$ cat src/rtl/sram_port_arbiter.sv
// Arbitrates one single-port SRAM-style bus (req / addr_ok / data_ok) between the
// fetch port and the MEM-stage data port, one transaction in flight, data first.
//
//   state    | meaning
//   ---------+------------------------------------------------------------
//   S_IDLE   | no transaction; ports may be accepted (data wins a tie)
//   S_I_ADDR | fetch accepted, mem_req held until mem_addr_ok
//   S_I_WAIT | fetch address taken, waiting for mem_data_ok
//   S_D_ADDR | load/store accepted, mem_req held until mem_addr_ok
//   S_D_WAIT | load/store address taken, waiting for mem_data_ok
module sram_port_arbiter #(
   parameter int AW = 32,
   parameter int DW = 32
) (
   input  logic            clk,
   input  logic            rst,
   input  logic            flush_i,
   input  logic            inst_req_i,
   input  logic [AW-1:0]   inst_addr_i,
   output logic            inst_addr_ok_o,
   output logic            inst_data_ok_o,
   output logic [DW-1:0]   inst_rdata_o,
   input  logic            data_req_i,
   input  logic            data_wr_i,
   input  logic [DW/8-1:0] data_wstrb_i,
   input  logic [AW-1:0]   data_addr_i,
   input  logic [DW-1:0]   data_wdata_i,
   output logic            data_addr_ok_o,
   output logic            data_data_ok_o,
   output logic [DW-1:0]   data_rdata_o,
   output logic            mem_req_o,
   output logic            mem_wr_o,
   output logic [DW/8-1:0] mem_wstrb_o,
   output logic [AW-1:0]   mem_addr_o,
   output logic [DW-1:0]   mem_wdata_o,
   input  logic            mem_addr_ok_i,
   input  logic            mem_data_ok_i,
   input  logic [DW-1:0]   mem_rdata_i,
   output logic            stallreq_inst_o,
   output logic            stallreq_data_o
);

   localparam logic [2:0] S_IDLE   = 3'd0;
   localparam logic [2:0] S_I_ADDR = 3'd1;
   localparam logic [2:0] S_I_WAIT = 3'd2;
   localparam logic [2:0] S_D_ADDR = 3'd3;
   localparam logic [2:0] S_D_WAIT = 3'd4;

   logic [2:0]      state_q, state_d;
   logic            mem_wr_q, mem_wr_d;
   logic [DW/8-1:0] mem_wstrb_q, mem_wstrb_d;
   logic [AW-1:0]   mem_addr_q, mem_addr_d;
   logic [DW-1:0]   mem_wdata_q, mem_wdata_d;
   logic            cancel_q, cancel_d;

   logic idle, in_inst, in_data, inst_fin, data_fin;
   logic inst_acc, data_acc;

   assign idle     = (state_q == S_IDLE);
   assign in_inst  = (state_q == S_I_ADDR) | (state_q == S_I_WAIT);
   assign in_data  = (state_q == S_D_ADDR) | (state_q == S_D_WAIT);
   assign inst_fin = (state_q == S_I_WAIT) & mem_data_ok_i;
   assign data_fin = (state_q == S_D_WAIT) & mem_data_ok_i;

   // Accepts are masked during reset so nothing is handshaken that the FSM will not track.
   assign data_acc = ~rst & idle & data_req_i;
   assign inst_acc = ~rst & idle & inst_req_i & ~data_req_i;

   assign data_addr_ok_o = data_acc;
   assign inst_addr_ok_o = inst_acc;

   assign mem_req_o   = (state_q == S_I_ADDR) | (state_q == S_D_ADDR);
   assign mem_wr_o    = mem_wr_q;
   assign mem_wstrb_o = mem_wstrb_q;
   assign mem_addr_o  = mem_addr_q;
   assign mem_wdata_o = mem_wdata_q;

   // A cancelled fetch still finishes on the bus; only its response is swallowed.
   assign inst_data_ok_o = ~rst & inst_fin & ~cancel_q;
   assign data_data_ok_o = ~rst & data_fin;
   assign inst_rdata_o   = inst_data_ok_o ? mem_rdata_i : '0;
   assign data_rdata_o   = data_data_ok_o ? mem_rdata_i : '0;

   assign stallreq_data_o = (data_req_i & ~data_addr_ok_o) | (in_data & ~data_fin);
   assign stallreq_inst_o = ~cancel_q &
                            ((inst_req_i & ~inst_addr_ok_o) | (in_inst & ~inst_fin));

   always_comb begin
      state_d     = state_q;
      mem_wr_d    = mem_wr_q;
      mem_wstrb_d = mem_wstrb_q;
      mem_addr_d  = mem_addr_q;
      mem_wdata_d = mem_wdata_q;
      cancel_d    = cancel_q;
      case (state_q)
         S_IDLE: begin
            if (data_acc) begin
               state_d     = S_D_ADDR;
               mem_wr_d    = data_wr_i;
               mem_wstrb_d = data_wstrb_i;
               mem_addr_d  = data_addr_i;
               mem_wdata_d = data_wdata_i;
            end else if (inst_acc) begin
               state_d     = S_I_ADDR;
               mem_wr_d    = 1'b0;
               mem_wstrb_d = '0;
               mem_addr_d  = inst_addr_i;
               mem_wdata_d = '0;
            end
         end
         S_I_ADDR: if (mem_addr_ok_i) state_d = S_I_WAIT;
         S_I_WAIT: if (mem_data_ok_i) state_d = S_IDLE;
         S_D_ADDR: if (mem_addr_ok_i) state_d = S_D_WAIT;
         S_D_WAIT: if (mem_data_ok_i) state_d = S_IDLE;
         default:  state_d = S_IDLE;
      endcase
      if (in_inst & flush_i) cancel_d = 1'b1;
      if (inst_fin)          cancel_d = 1'b0;
   end

   always_ff @(posedge clk) begin
      if (rst) begin
         state_q     <= S_IDLE;
         mem_wr_q    <= 1'b0;
         mem_wstrb_q <= '0;
         mem_addr_q  <= '0;
         mem_wdata_q <= '0;
         cancel_q    <= 1'b0;
      end else begin
         state_q     <= state_d;
         mem_wr_q    <= mem_wr_d;
         mem_wstrb_q <= mem_wstrb_d;
         mem_addr_q  <= mem_addr_d;
         mem_wdata_q <= mem_wdata_d;
         cancel_q    <= cancel_d;
      end
   end

endmodule

$ cat config.mk
export PLATFORM = sky130hd
export DESIGN_NAME = sram_port_arbiter
export DESIGN_NICKNAME = d
export VERILOG_FILES = /design/src/rtl/sram_port_arbiter.sv
export SDC_FILE = /design/constraint.sdc
export NUM_CORES = 1
export LEC_CHECK = 0
export BUFFER_PORTS_ARGS = -buffer_cell sky130_fd_sc_hd__buf_2
export CORE_AREA = 2 2 109 111
export DETAILED_ROUTE_END_ITERATION = 8
export DIE_AREA = 0 0 111 113
export HOLD_SLACK_MARGIN = 0.08
export MAX_ROUTING_LAYER = met4
export PLACE_DENSITY = 0.68
export SYNTH_ARGS = -nofsm -noshare
export SYNTH_HDL_FRONTEND = slang
export SYNTH_SLANG_ARGS = --single-unit
$ cat constraint.sdc
create_clock -name clk -period 2.46 [get_ports clk]
set_input_delay 0.492 -clock clk [delete_from_list [all_inputs] [get_ports clk]]
set_output_delay 0.492 -clock clk [all_outputs]
set_load 0.02 [all_outputs]
==> results of run 1 <==
-- repair_timing --
action | in CTS | in global routing
hold endpoints to repair | 0 | 0
buffers inserted | 0 | 0
resized for setup | 0 | 2
hold buffers | 0 | 0
endpoints found under the setup margin | 0 | 26
-- flip-flops by register name, indices dropped and copies added, names as in the netlist --
register,cells
mem_wdata_o,32
mem_wr_o,1
mem_wstrb_o,4
mem_addr_o,32
state_q,3
cancel_q,1
-- layer usage --
layer	vias to the layer above	wire length [µm]
li1	2195	-
met1	2033	5810
met2	176	6100
met3	14	781
met4	0	143
met5	-	0
-- worst reg2reg max path, delay by kind of cell, from the launching register on --
family | cells | cell delay [ns]
DFF | 1 | 0.39
buffers and inverters | 1 | 0.26
AOI/OAI and AO/OA | 2 | 0.31
and+or+nand+nor | 1 | 0.63
-- report_power, final --
part	total [mW]	leakage, nW	switching (mW)	internal (mW)
registers	1.33	0.600	0.0538	1.27
logic	0.748	1.94	0.459	0.289
clock network	1.46	0.163	0.508	0.951
-- kinds of logic (layout without fill, tap and decap cells) --
kind of cell | count (synthesis) | in the layout
AND/OR/NAND/NOR | 156 | 156
buffers and inverters | 57 | 312
AO/OA/AOI/OAI | 185 | 185
XOR/XNOR | 1 | 1
flip-flops | 73 | 73
other | 0 | 1
-- through the flow --
| stage | hold slack, ns | area [µm²] | power, mW |
|---|---|---|---|
| after floorplan | 0.529 | 3720 | 1.81 |
| after global placement | 0.458 | 5190 | 2.08 |
| after detailed placement | 0.468 | 5190 | 2.10 |
| after CTS | 0.423 | 5530 | 3.57 |
| after global routing | 0.435 | 5530 | 3.71 |
| final | 0.432 | 5530 | 3.54 |
-- layout by cell type (no fill, tap or decap), types with 2 or more instances in the layout --
cell / n
buf_2: 279
a211oi_1: 32
inv_6: 2
clkbuf_16: 9
clkbuf_8: 2
o21ai_1: 9
bufinv_16: 2
o2bb2ai_1: 29
nor2b_1: 4
dfxtp_2: 2
nor2_1: 34
a21oi_1: 72
o21ai_0: 35
and2_1: 64
nand3_1: 38
o22ai_1: 3
dfxtp_1: 71
buf_4: 14
nor3b_1: 2
-- cell type report --
cell class | count | area (µm²)
multi-input cells | 342 | 2020
diodes | 1 | 2.50
fillers | 1099 | 5740
flip-flops and latches | 73 | 1460
inverters | 2 | 7.51
well taps | 143 | 179
clock buffers | 11 | 253
repair buffers | 294 | 1520
clock inverters | 5 | 85.1
-- how the worst min path moves through the flow --
stage	cells past startpoint	startpoint	slack [ns]	endpoint
after floorplan	2	cancel_q	0.53	cancel_q
after global placement	2	mem_wdata_o[6]	0.46	mem_wdata_o[6]
after detailed placement	2	mem_wdata_o[6]	0.47	mem_wdata_o[6]
after CTS	3	data_wdata_i[6]	0.42	mem_wdata_o[6]
after global routing	3	data_wdata_i[29]	0.44	mem_wdata_o[29]
final	3	data_wdata_i[14]	0.43	mem_wdata_o[14]
==> run summary, run 1 <==
maximum vdd drop: 0.000369 V
Post-synth top cells: dfxtp_1 (73), a21oi_1 (72), and2_1 (64)
crit-path cells: buf_4, nor3_2, buf_4, and2_1, buf_2
synthesized cell area: 3720 µm²
Syn Nets: 612
mean number of vias per cell: 5.07
worst slew pin tran: 0.640 ns
FF-to-FF End: mem_wstrb_o[0]
Leak: 2.70 nW
CTS Root Cell: clkbuf_16
mean post-synth cell area: 7.89 µm²
DPL Wire Length: 9.80 mm
CP peak stage delay: 0.42 ns
CP top delay family: buffers and inverters
vias in the first global route: 4,084
Synth Area in XOR/XNOR: 0.00235
post-synthesis mux area share: 0
Detailed Route Iter0 Violations: 285
Max Clk Rate: 438 MHz
Final ANT Viol Nets: 0
Post-synth EDFFs: 0
fin crit share: 0.928
crit path launch type: flip-flop
Compound-Gate Fraction of Synth Area: 0.305
fraction of registers with async set or reset after synthesis: 0
R2R Path Start: state_q[2]
Num CTS Buffers: 9
busiest grt layer: met2
most frequent cell after synthesis: dfxtp_1
RSZ-0062 raised after global routing: false
clk buf depth: 2
Slew headroom: 0.574
wire per inst: 14.7 µm
largest cells by area after synthesis: dfxtp_1 (39%), and2_1 (11%), a21oi_1 (9.7%), o2bb2ai_1 (6.8%), a211oi_1 (6.5%)
CP Depth: 5
Tmin final: 2.28 ns
critical path startpoint: state_q[1]
Setup crit end: data_rdata_o[29]
Gate Count Post-Synth: 472
synthesized flop and latch total: 73
CP max-delay cell: dfxtp_1
Clock transition at path regs: 0.06 ns
Hold Violations, Final: 0
die width: 111 µm
CORE AREA: 11,300 µm²
CP required: 1.97 ns
Post-Synth Simple-Gate Area: 0.231
cell with the most instances on the worst path: buf_4
final setup violation count: 0
I/O Pins: 280
Starting Density: 0.330
Sinks on Clock Net: 73
Area Overhead vs Synth: 48.5%
adder-cell share of the synthesized area: 0
CTS tree: done
met1 usage: 0.255
drt drc: 0
Total Neg Setup Slack: 0 ns
total congestion overflow: 0
proportion of layout cells with a drive suffix above 1: 0.437
outcome: complete, no violations
Final WS setup: 0.178 ns
drt pass-1 iters: 4
IO Port Bufs: 279
setup slack after placement: 0.286 ns
post-synthesis sequential area ratio: 0.392
PD cells: 639 nW/µm²
Max Slew Vio Count: 0
Yosys warnings: 0
CP arrival: 1.79 ns
r2r setup slk: 0.76 ns
DIE HEIGHT: 113 µm
critical path type: reg2out
htree depth: 3
synth unique cells: 37
Die Area: 12,500 µm²
Crit path buffers/inverters: 3
routability cong.: 0.909
R2R depth: 4
post-synth top area share: 0.392
Post-Route Utilization: 0.491
Worst Setup End Kind: output pin
Hold Path Class: in2reg
pin count of the biggest net entering global routing: 72
grt met2 use: 0.321
Finished Layout Cells: 871
vias: 4,418
worst skew pair latency: 0.32 ns
Layout Nets: 862
# rows: 39
final wirelength: 12.8 mm
Critical Path Fanout Max: 33
Max Cap Viol: 0
Worst Skew: 0.00752 ns
Yosys top cell by area: dfxtp_1
total track usage: 0.198
Post-synth top flop: dfxtp_1
largest family of logic cells by synthesized area: compound AO/OA/AOI/OAI gates
first-pass GRT wire length: 20.1 mm
met3 Usage GRT: 0.0359
antenna violations before repair: 1
placed insts: 854
Power figures use the tool's default switching activity.
==> inputs of run 2 (changes only) <==
--- a/config.mk
+++ b/config.mk
@@ -6,12 +6,12 @@
 export NUM_CORES = 1
 export LEC_CHECK = 0
 export BUFFER_PORTS_ARGS = -buffer_cell sky130_fd_sc_hd__buf_2
-export CORE_AREA = 2 2 109 111
+export CORE_AREA = 2 2 110 112
 export DETAILED_ROUTE_END_ITERATION = 8
-export DIE_AREA = 0 0 111 113
+export DIE_AREA = 0 0 112 114
 export HOLD_SLACK_MARGIN = 0.08
 export MAX_ROUTING_LAYER = met4
-export PLACE_DENSITY = 0.68
+export PLACE_DENSITY = 0.69
 export SYNTH_ARGS = -nofsm -noshare
 export SYNTH_HDL_FRONTEND = slang
 export SYNTH_SLANG_ARGS = --single-unit
==> run 2 against run 1 <==
Effect of this change: first-iteration DRC count is 7.0% higher; core utilization decreased by 2.3 points; worst hold slack lost 0.0075 ns; clock skew is 0.0010 ns lower; final cell count grew 0.46%; via count fell by 4.2%; critical path depth decreased by 2; largest cell class unchanged; wire length shrank 3.6%.
==> run summary, run 2 (synthesized netlist as in run 1, its figures left out) <==
clk buf depth: 2
final setup violation count: 0
Starting Density: 0.318
PD cells: 600 nW/µm²
first-pass GRT wire length: 19.0 mm
commonest non-fill, non-tap cells in the layout: buf_2 (279), dfxtp_1 (73), a21oi_1 (72)
I/O Pins: 280
htree depth: 3
Num CTS Buffers: 9
wire per inst: 14.1 µm
worst slew pin tran: 0.470 ns
proportion of layout cells with a drive suffix above 1: 0.435
CP peak stage delay: 0.67 ns
RSZ-0062 raised after global routing: false
Sinks on Clock Net: 73
CP top delay family: simple AND/OR/NAND/NOR gates
IO Port Bufs: 279
Detailed Route Iter0 Violations: 305
drt pass-1 iters: 4
DPL Wire Length: 9.05 mm
setup slack after placement: 0.297 ns
setup bufs post-CTS: 0
maximum vdd drop: 0.000301 V
fin crit share: 0.933
Max Slew Vio Count: 0
Worst Skew: 0.00650 ns
Min Hold Slack: 0.424 ns
total track usage: 0.187
diode count: 0
Crit path buffers/inverters: 1
Hold Path Class: in2reg
cts repair resizes: 0
die width: 112 µm
Final WS setup: 0.164 ns
pin count of the biggest net entering global routing: 103
Final ANT Viol Nets: 0
mean number of vias per cell: 4.84
Max Cap Viol: 0
worst skew pair latency: 0.33 ns
Critical Path Fanout Max: 14
CP arrival: 1.80 ns
routability cong.: 0.765
crit path launch type: flip-flop
Layout Nets: 863
hold_buf cts: 0
Hold Violations, Final: 0
commonest non-fill, non-tap cell in the layout: buf_2
Worst Setup End Kind: output pin
vias: 4,234
CTS Root Cell: clkbuf_16
outcome: complete, no violations
crit-path cells: or4_4, nor2_1, buf_2
final wirelength: 12.4 mm
antenna violations before repair: 0
CTS tree: done
Total Neg Setup Slack: 0 ns
critical path type: reg2out
Post-Route Utilization: 0.468
Leak: 2.67 nW
drt drc: 0
Slew headroom: 0.686
Clock transition at path regs: 0.07 ns
CP required: 1.97 ns
CORE AREA: 11,700 µm²
Tmin final: 2.30 ns
CP max-delay cell: or4_4
Area Overhead vs Synth: 47.1%
# rows: 40
Die Area: 12,800 µm²
Max Clk Rate: 436 MHz
vias in the first global route: 3,755
total congestion overflow: 0
DIE HEIGHT: 114 µm
[run 2: cell types whose count changed in the layout (fill, tap and decap cells not counted), sizes merged]
cell,delta
diode,-1
clkinvlp,+2
clkbuf,-2
clkinv,+2
buf,+1
bufinv,-2
[run 2: worst paths after layout]
kind,slack [ns],cells after the start,from,end
setup / recovery,0.16,3,state_q[2],data_addr_ok_o
hold / removal,0.42,3,data_wdata_i[25],mem_wdata_o[25]
setup reg to reg,0.63,5,state_q[2],mem_addr_o[21]
hold reg to reg,0.47,2,mem_wdata_o[8],mem_wdata_o[8]
[run 2: worst register-to-register path: cells and delay by family (launching register included)]
kind	cells	cell delay, ns
and+or+nand+nor	1	0.36
AOI/OAI and AO/OA	2	0.42
buffers and inverters	2	0.58
DFF	1	0.39
[run 2: metrics by stage]
stage / cell area (µm²) / std cells / power (mW)
after floorplan: 3720 / 472 / 1.81
after global placement: 5200 / 859 / 2.10
after detailed placement: 5200 / 859 / 2.10
after CTS: 5480 / 875 / 3.34
after global routing: 5480 / 875 / 3.48
final: 5480 / 875 / 3.29
[run 2: area by class of cell]
class                           count  area [µm²]
Clock inverter                      7        53.8
Multi-Input combinational cell    342        2020
Clock buffer                        9         225
Tap cell                          147         184
Inverter                            2        7.51
Timing Repair Buffer              295        1530
Fill cell                        1240        6230
Sequential cell                    73        1460
[run 2: report_power, final]
group	switching, mW	internal, mW	leakage [nW]	total, mW
clock	0.525	0.689	0.128	1.21
combinational	0.458	0.289	1.94	0.747
sequential	0.0521	1.27	0.599	1.33
total	1.03	2.25	2.67	3.29
[run 2: per-layer routing]
metal | track usage | routed length [µm]
met5 | - | 0
met4 | 0.0447 | 64
met3 | 0.0361 | 795
met2 | 0.274 | 5640
met1 | 0.267 | 5870
==> inputs of run 3 (changes only) <==
==> constraint.sdc (replaced) <==
create_clock -name clk -period 2.46 [get_ports clk]
set_input_delay 0.246 -clock clk [delete_from_list [all_inputs] [get_ports clk]]
set_output_delay 0.246 -clock clk [all_outputs]
set_load 0.02 [all_outputs]
==> run 3 against run 2 <==
Effect of this change: register-to-register slack better by 0.11 ns; die area unchanged; cell area down 0.48%.
==> run summary, run 3 (synthesized netlist as in run 1, its figures left out) <==
vias: 4,242
routability cong.: 0.781
Worst Setup End Kind: output pin
Max Cap Viol: 0
Max Slew Vio Count: 0
worst skew pair latency: 0.32 ns
Die Area: 12,800 µm²
total track usage: 0.185
crit-path cells: or4_4, o21ai_1, a21oi_1, buf_2
diode count: 0
die width: 112 µm
fin crit share: 0.934
hold_buf cts: 0
CP peak stage delay: 0.80 ns
Clock transition at path regs: 0.06 ns
DIE HEIGHT: 114 µm
proportion of layout cells with a drive suffix above 1: 0.432
CP required: 2.21 ns
CP max-delay cell: or4_4
crit path launch type: flip-flop
drt pass-1 iters: 5
Min Hold Slack: 0.188 ns
Worst Skew: 0.00465 ns
vias in the first global route: 3,760
commonest non-fill, non-tap cell in the layout: buf_2
Area Overhead vs Synth: 46.4%
pin count of the biggest net entering global routing: 65
IO Port Bufs: 279
Final WS setup: 0.162 ns
Detailed Route Iter0 Violations: 347
CORE AREA: 11,700 µm²
htree depth: 3
Max Clk Rate: 435 MHz
DPL Wire Length: 9.00 mm
PD cells: 606 nW/µm²
Crit path buffers/inverters: 1
CP top delay family: simple AND/OR/NAND/NOR gates
outcome: complete, no violations
Sinks on Clock Net: 73
antenna violations before repair: 0
Num CTS Buffers: 9
clk buf depth: 2
CTS Root Cell: clkbuf_16
Hold Violations, Final: 0
RSZ-0062 raised after global routing: false
CP arrival: 2.05 ns
worst slew pin tran: 0.858 ns
mean number of vias per cell: 4.88
Total Neg Setup Slack: 0 ns
I/O Pins: 280
cts repair resizes: 0
Fill cells: 1,185
Hold Path Class: in2reg
FF+latch area: 1460 µm²
wire per inst: 14.0 µm
final setup violation count: 0
first-pass GRT wire length: 18.9 mm
setup slack after placement: 0.514 ns
setup bufs post-CTS: 0
Final ANT Viol Nets: 0
commonest non-fill, non-tap cells in the layout: buf_2 (279), dfxtp_1 (73), a21oi_1 (72)
Tmin final: 2.30 ns
Critical Path Fanout Max: 39
drt drc: 0
total congestion overflow: 0
CTS tree: done
Leak: 2.66 nW
# rows: 40
Layout Nets: 858
final wirelength: 12.2 mm
Starting Density: 0.318
critical path type: reg2out
Slew headroom: 0.425
multi-input logic area: 2020 µm²
maximum vdd drop: 0.000290 V
## run 3: cell types whose count changed in the layout (fill, tap and decap cells not counted)
cell	delta
clkinvlp_4	-1
buf_4	-5
clkinv_4	-1
clkbuf_8	+2
## run 3: final timing paths
check	startpoint	end	slack (ns)	cells past startpoint
max	state_q[2]	stallreq_inst_o	0.16	4
min	data_wdata_i[11]	mem_wdata_o[11]	0.19	3
max reg2reg	state_q[2]	mem_wdata_o[26]	0.74	3
min reg2reg	mem_wdata_o[4]	mem_wdata_o[4]	0.47	2
## run 3: layout make-up
class / count / share of cell area
multi-input cells: 342 / 0.370
well taps: 147 / 0.0337
clock buffers: 11 / 0.0464
repair buffers: 290 / 0.274
inverters: 2 / 0.00138
clock inverters: 5 / 0.00688
flip-flops and latches: 73 / 0.268
## run 3: worst reg2reg max path: stages, from the launching register on
cell     delay [ns]
dfxtp_1        0.45
or4_4          0.80
o21ai_0        0.26
a21oi_1        0.09
## run 3: power by group
part | switching (mW) | internal, mW | leakage [nW] | total [mW]
logic | 0.453 | 0.283 | 1.92 | 0.735
registers | 0.0559 | 1.27 | 0.599 | 1.33
clock network | 0.494 | 0.742 | 0.139 | 1.24
total | 1.00 | 2.30 | 2.66 | 3.30
## run 3: per-stage QoR
step                std cells  instance area (µm²)  utilization  power (mW)
global placement          854                 5160        0.441        2.09
global route              870                 5450        0.466        3.49
floorplan                 472                 3720            -        1.81
finish                    870                 5450        0.466        3.30
CTS                       870                 5450        0.466        3.36
detailed placement        854                 5160        0.441        2.10
## run 3: per-layer routing
metal / vias to the layer above / part of all wire / track usage
met1: 1891 / 0.46 / 0.255
met2: 162 / 0.46 / 0.274
met4: 0 / 0.0090 / 0.0504
met3: 9 / 0.069 / 0.0414
met5: - / 0 / -
li1: 2180 / - / -
